**config.mk**
```make
export PLATFORM = sky130hd
export DESIGN_NAME = vga_timing_gen
export DESIGN_NICKNAME = d
export VERILOG_FILES = /design/src/rtl/vga_timing_gen.sv
export SDC_FILE = /design/constraint.sdc
export NUM_CORES = 1
export LEC_CHECK = 0
export CAP_MARGIN = 5
export CORE_MARGIN = 2
export CORE_UTILIZATION = 30
export DETAILED_ROUTE_END_ITERATION = 12
export PLACE_DENSITY = 0.61
export RECOVER_POWER = 50
export SETUP_SLACK_MARGIN = 0.02
export SYNTH_ARGS = -nofsm -noshare
export SYNTH_HDL_FRONTEND = slang
export SYNTH_SLANG_ARGS = --single-unit
```
**constraint.sdc**
```tcl
create_clock -name i_clk -period 2.8 [get_ports i_clk]
set_input_delay 0.7 -clock i_clk [delete_from_list [all_inputs] [get_ports i_clk]]
set_output_delay 0.7 -clock i_clk [all_outputs]
set_load 0.005 [all_outputs]
```
**src/rtl/vga_timing_gen.sv**
```systemverilog
// ----------------------------------------------------------------------------
// vga_timing_gen
//
// Parametrised raster timing generator. It walks a (hpos, vpos) position
// through an H_TOTAL x V_TOTAL raster, one position per enabled clock. For
// that position it produces sync, blanking and frame-event signals.
//
// Every output is registered. Sync, blanking and ticks are decoded from the
// *next* position and loaded on the same edge as the position itself. As a
// result, all outputs always describe the same pixel.
//
// Ports:
//   i_clk          system clock
//   i_rst_n        asynchronous active-low reset
//   i_pix_en       pixel-advance enable; position steps only when high
//   o_hsync        horizontal sync, HSYNC_POL level inside the sync region
//   o_vsync        vertical sync, VSYNC_POL level inside the sync region
//   o_display_on   high while the position is inside the active area
//   o_hpos         current pixel column
//   o_vpos         current line
//   o_line_tick    one-cycle pulse on entry to hpos = 0
//   o_frame_tick   one-cycle pulse on entry to (0, 0)
//   o_vblank_tick  one-cycle pulse on entry to (0, V_DISPLAY)
//   o_frame_count  frames started since reset, wraps
// ----------------------------------------------------------------------------
module vga_timing_gen #(
    parameter int unsigned H_DISPLAY = 640,
    parameter int unsigned H_FRONT   = 16,
    parameter int unsigned H_SYNC    = 96,
    parameter int unsigned H_BACK    = 48,
    parameter int unsigned V_DISPLAY = 480,
    parameter int unsigned V_FRONT   = 10,
    parameter int unsigned V_SYNC    = 2,
    parameter int unsigned V_BACK    = 33,
    parameter bit          HSYNC_POL = 1'b0,
    parameter bit          VSYNC_POL = 1'b0,
    parameter int unsigned CNT_W     = 10,
    parameter int unsigned FRAME_W   = 8
) (
    input  logic               i_clk,
    input  logic               i_rst_n,
    input  logic               i_pix_en,
    output logic               o_hsync,
    output logic               o_vsync,
    output logic               o_display_on,
    output logic [CNT_W-1:0]   o_hpos,
    output logic [CNT_W-1:0]   o_vpos,
    output logic               o_line_tick,
    output logic               o_frame_tick,
    output logic               o_vblank_tick,
    output logic [FRAME_W-1:0] o_frame_count
);

    localparam int unsigned H_TOTAL = H_DISPLAY + H_FRONT + H_SYNC + H_BACK;
    localparam int unsigned V_TOTAL = V_DISPLAY + V_FRONT + V_SYNC + V_BACK;
    localparam longint unsigned CNT_MAX = (64'd1 << CNT_W) - 64'd1;

    // Reject modes whose raster cannot be counted or that lack a porch/sync.
    if (H_FRONT == 0 || H_SYNC == 0 || H_BACK == 0 ||
        V_FRONT == 0 || V_SYNC == 0 || V_BACK == 0) begin : g_bad_porch
        $error("vga_timing_gen: porch and sync widths must all be non-zero");
    end
    if (64'(H_TOTAL - 1) > CNT_MAX || 64'(V_TOTAL - 1) > CNT_MAX) begin : g_bad_width
        $error("vga_timing_gen: CNT_W too narrow for H_TOTAL/V_TOTAL");
    end

    localparam logic [CNT_W-1:0]   CNT_ONE   = CNT_W'(1);
    localparam logic [FRAME_W-1:0] FRAME_ONE = FRAME_W'(1);
    localparam logic [CNT_W-1:0]   H_LAST    = CNT_W'(H_TOTAL - 1);
    localparam logic [CNT_W-1:0]   V_LAST    = CNT_W'(V_TOTAL - 1);
    localparam logic [CNT_W-1:0]   H_ACT     = CNT_W'(H_DISPLAY);
    localparam logic [CNT_W-1:0]   V_ACT     = CNT_W'(V_DISPLAY);
    localparam logic [CNT_W-1:0]   HS_BEG    = CNT_W'(H_DISPLAY + H_FRONT);
    localparam logic [CNT_W-1:0]   HS_END    = CNT_W'(H_DISPLAY + H_FRONT + H_SYNC);
    localparam logic [CNT_W-1:0]   VS_BEG    = CNT_W'(V_DISPLAY + V_FRONT);
    localparam logic [CNT_W-1:0]   VS_END    = CNT_W'(V_DISPLAY + V_FRONT + V_SYNC);

    logic [CNT_W-1:0]   r_hpos;
    logic [CNT_W-1:0]   r_vpos;
    logic               r_hsync;
    logic               r_vsync;
    logic               r_display_on;
    logic               r_line_tick;
    logic               r_frame_tick;
    logic               r_vblank_tick;
    logic [FRAME_W-1:0] r_frame_count;

    logic [CNT_W-1:0]   w_hpos_nxt;
    logic [CNT_W-1:0]   w_vpos_nxt;
    logic               w_de_nxt;
    logic               w_hs_act;
    logic               w_vs_act;
    logic               w_line_nxt;
    logic               w_frame_nxt;
    logic               w_vblank_nxt;

    // Position that the next enabled edge will enter.
    always_comb begin
        w_hpos_nxt = r_hpos + CNT_ONE;
        w_vpos_nxt = r_vpos;
        if (r_hpos == H_LAST) begin
            w_hpos_nxt = '0;
            w_vpos_nxt = (r_vpos == V_LAST) ? '0 : r_vpos + CNT_ONE;
        end
    end

    // Decode from the next position so the registered outputs line up with it.
    always_comb begin
        w_de_nxt     = (w_hpos_nxt < H_ACT) && (w_vpos_nxt < V_ACT);
        w_hs_act     = (w_hpos_nxt >= HS_BEG) && (w_hpos_nxt < HS_END);
        w_vs_act     = (w_vpos_nxt >= VS_BEG) && (w_vpos_nxt < VS_END);
        w_line_nxt   = (w_hpos_nxt == '0);
        w_frame_nxt  = w_line_nxt && (w_vpos_nxt == '0);
        w_vblank_nxt = w_line_nxt && (w_vpos_nxt == V_ACT);
    end

    always_ff @(posedge i_clk or negedge i_rst_n) begin
        if (!i_rst_n) begin
            // Parked on the last position so the first enabled edge enters (0,0).
            r_hpos        <= H_LAST;
            r_vpos        <= V_LAST;
            r_hsync       <= ~HSYNC_POL;
            r_vsync       <= ~VSYNC_POL;
            r_display_on  <= 1'b0;
            r_line_tick   <= 1'b0;
            r_frame_tick  <= 1'b0;
            r_vblank_tick <= 1'b0;
            r_frame_count <= '0;
        end else begin
            // Ticks are only ever one clock wide: cleared on every non-stepping edge.
            r_line_tick   <= i_pix_en && w_line_nxt;
            r_frame_tick  <= i_pix_en && w_frame_nxt;
            r_vblank_tick <= i_pix_en && w_vblank_nxt;
            if (i_pix_en) begin
                r_hpos       <= w_hpos_nxt;
                r_vpos       <= w_vpos_nxt;
                r_display_on <= w_de_nxt;
                r_hsync      <= w_hs_act ? HSYNC_POL : ~HSYNC_POL;
                r_vsync      <= w_vs_act ? VSYNC_POL : ~VSYNC_POL;
                if (w_frame_nxt) begin
                    r_frame_count <= r_frame_count + FRAME_ONE;
                end
            end
        end
    end

    assign o_hpos        = r_hpos;
    assign o_vpos        = r_vpos;
    assign o_hsync       = r_hsync;
    assign o_vsync       = r_vsync;
    assign o_display_on  = r_display_on;
    assign o_line_tick   = r_line_tick;
    assign o_frame_tick  = r_frame_tick;
    assign o_vblank_tick = r_vblank_tick;
    assign o_frame_count = r_frame_count;

endmodule

```
==> metrics.md <==
| Metric | Value |
|---|---|
| Die X | roughly 90 um |
| Worst Hold Class | reg2reg |
| Routed WL per cell | around 13 um |
| Synth Cell Area | approximately 2200 um^2 |
| Rows | 31 |
| Max cap viols | 0 |
| Post-synth EDFFs | 0 |
| Num CTS Buffers | 5 |
| Min Tclk post-route | ~2.6 ns |
| Setup TNS Final | 0 ns |
| Worst Path Required | 2.98 ns |
| Vias | roughly 1900 |
| Pin count of the biggest net entering global routing | 35 |
| CTS tree | done |
| CP startpoint kind | register |
| Top FF cell, synth | dfrtp_1 |
| Routed wire length | ~5000 um |
| Pwr Density | about 730 nW/um^2 |
| RSZ-0062 raised after global routing | no |
| Power Total | about 0.0021 W |
| Yosys top cell by area | dfrtp_1 |
| Vias in the first global route | between 1500 and 2000 |
| Filler Cells Inserted | between 700 and 800 |
| Post-Syn Nets | 240 |
| Multi-input gate area | roughly 1200 um^2 |
| Final Max Tran Viols | 0 |
| Status | complete, no violations |
| ANT nets after route | 0 |
| # H-tree levels | 2 |
| Synth warnings | 0 |
| Bufs on Longest Clock Path | 2 |
| # IOs | 37 |
| Drt first pass iters | 4 |
| Placed instance area | between 2000 and 3000 um^2 |
| Relative slew slack | 0.439 |
| FF+latch area | approximately 870 um^2 |
| P&R area growth vs syn | 27.8% |
| Clk root buf | clkbuf_8 |
| DRC Markers | 0 |
| Worst Hold Margin | 0.462 ns |
| Port buffer count | 36 |
| Synth Register Bits | 34 |
| Antenna diodes | 0 |
| CTS Hold Buffers Added | 0 |
| Die area | ~8000 um^2 |
| Unique masters post-synth | 56 |
| Syn_area_per_cell | roughly 9.6 um^2 |
| Final HPWL from detailed placement | ~3700 um |
| Worst Tran Pin Value | ~0.84 ns |
| GPL Wtd Cong | ~0.8 |
| Initial Util | 0.307 |
| Synth top area share | 0.248 |
| Post-synthesis sequential area ratio | 0.391 |
| Initial DRC Count | between 70 and 80 |
| Design Area, Final | 2830 um^2 |
| Clock-pin slew on the worst setup and hold paths | approximately 0.070 ns |
| Placement Setup Slack | slightly below 0.05 ns |
| Drt via density | around 5 |
| Hold Vio Cnt, Final | 0 |
| Worst vdd ir | roughly 0.28 mV |
| Endpoints failing setup | 0 |
| Layout cells sized above 1 | 0.193 |
| LEAKAGE | ~1.1 nW |
| Final Cycle Share | 0.938 |
| Post-layout nets | about 280 |
| Core area | between 7000 and 8000 um^2 |
| GRT overflow | 0 |
| Fin worst setup slack | 0.174 ns |
| First-pass GRT wire length | 8740 um |
| Total global-route track usage | 0.131 |
| CP arrival | 2.81 ns |
| Setup Skew | about 0.0036 ns |
| Kind of critical path | reg2reg |
| Die Ht | about 90 um |
| Synth top area cells | dfrtp_1 (25%), dfstp_2 (14%), xnor2_1 (7.1%) |
| CTS sink cnt | 34 |
| F_max | 381 MHz |
| Insertion delay to the later sink of the worst-skew pair | approximately 0.29 ns |
| Antenna violations before repair | 0 |
| Syn Inst Count | roughly 230 |
| CP Max Fanout | 8 |
| CP Capture Type | register |
| Asr flop ratio synth | 1.00 |
[synthesized netlist by cell type, types with 2 or more instances]
cell,number
dfrtp_1,22
nor2_1,20
xnor2_1,18
a21oi_1,14
nand2_1,14
nand4_1,14
nand3_1,13
dfstp_2,12
inv_1,8
o21ai_0,8
and2_1,6
buf_2,5
clkbuf_1,5
ha_1,5
and4_1,4
o31ai_1,4
or3_1,4
xor2_1,4
a31oi_1,3
and3_1,3
clkbuf_8,3
nor3_1,3
nor4_1,3
a21o_2,2
buf_6,2
mux2i_1,2
nand2b_1,2
[final timing paths]
path	startpoint	endpoint	slack [ns]	depth (start not counted)
setup / recovery	o_vpos[0]$_DFFE_PN0P_	o_frame_count[1]$_DFFE_PN0P_	0.17	8
hold / removal	o_frame_count[7]$_DFFE_PN0P_	o_frame_count[7]$_DFFE_PN0P_	0.46	1
setup reg to reg	o_vpos[0]$_DFFE_PN0P_	o_frame_count[1]$_DFFE_PN0P_	0.17	8
hold reg to reg	o_frame_count[7]$_DFFE_PN0P_	o_frame_count[7]$_DFFE_PN0P_	0.46	1
max in group asynchronous	i_rst_n	o_vpos[1]$_DFFE_PN0P_	1.18	2
min in group asynchronous	i_rst_n	o_vblank_tick$_DFF_PN0_	1.04	2
[cell type report]
cell class,instances,share of cell area
clock buffers,5,0.0243
clock inverters,3,0.0243
inverters,8,0.0106
multi-input cells,174,0.428
flip-flops and latches,34,0.306
well taps,99,0.0437
repair buffers,51,0.163
[per-layer routing]
layer / routed length [um] / track usage / part of all wire / vias up
met5: 0 / 0 / 0 / -
met4: 78 / 0.0449 / 0.016 / 0
met3: 248 / 0.0360 / 0.050 / 8
met2: 2280 / 0.205 / 0.45 / 47
met1: 2410 / 0.175 / 0.48 / 883
li1: - / - / - / 930
[stage by stage]
step	utilization	std cells
2_1_floorplan	-	232
3_3_place_gp	0.372	364
3_5_place_dp	0.372	364
4_1_cts	0.391	372
5_1_grt	0.393	374
6_report	0.393	374
[worst max-delay path, stage by stage (launching register included)]
cell and delay, ns:
dfrtp_1 0.44, inv_1 0.09, ha_1 0.33, or3_2 0.51, a31oi_4 0.21, o2111ai_2 0.16, nor4_4 0.26, buf_4 0.19
mux2_1 0.32
[registers in the layout, summed over array words and instances (netlist names)]
signal         count
o_display_on       1
o_frame_count      8
o_frame_tick       1
o_hpos            10
o_hsync            1
o_line_tick        1
o_vblank_tick      1
o_vpos            10
o_vsync            1
[power by group]
group,total [W],leakage (nW),switching (W),internal (W)
sequential,0.000818,0.423,0.000195,0.000622
combinational,0.000716,0.611,0.000327,0.000389
clock,0.000547,0.0683,0.000190,0.000357
[cell families (layout without fill, tap and decap cells)]
| kind of cell | Yosys count | count (layout) | synth area share |
|---|---|---|---|
| simple gates | 98 | 98 | 0.259 |
| compound gates | 45 | 45 | 0.151 |
| flops | 34 | 34 | 0.391 |
| buf+inv | 24 | 67 | 0.0655 |
| xor+xnor | 22 | 22 | 0.0870 |
| fa+ha+maj | 5 | 5 | 0.0282 |
| mux | 4 | 4 | 0.0192 |
[cell usage in the layout (no fill, tap or decap), types with 5 or more instances in the layout]
cell	Yosys	routed
clkdlybuf4s50_1	0	28
nand3_1	13	13
inv_1	8	8
nand4_1	14	14
dlygate4sd3_1	0	8
nand2_1	14	14
clkbuf_8	3	5
buf_4	1	12
xnor2_1	18	18
a21oi_1	14	13
o21ai_0	8	7
nor2_1	20	20
and2_1	6	6
dfrtp_1	22	21
ha_1	5	5
dfstp_2	12	12
[timing repair]
action | CTS | global route
resized for setup | 0 | 5
buffers inserted | 0 | 2
setup endpoints to repair | 0 | 9
hold endpoints to repair | 0 | 0
(Power assumes the default switching activity.)
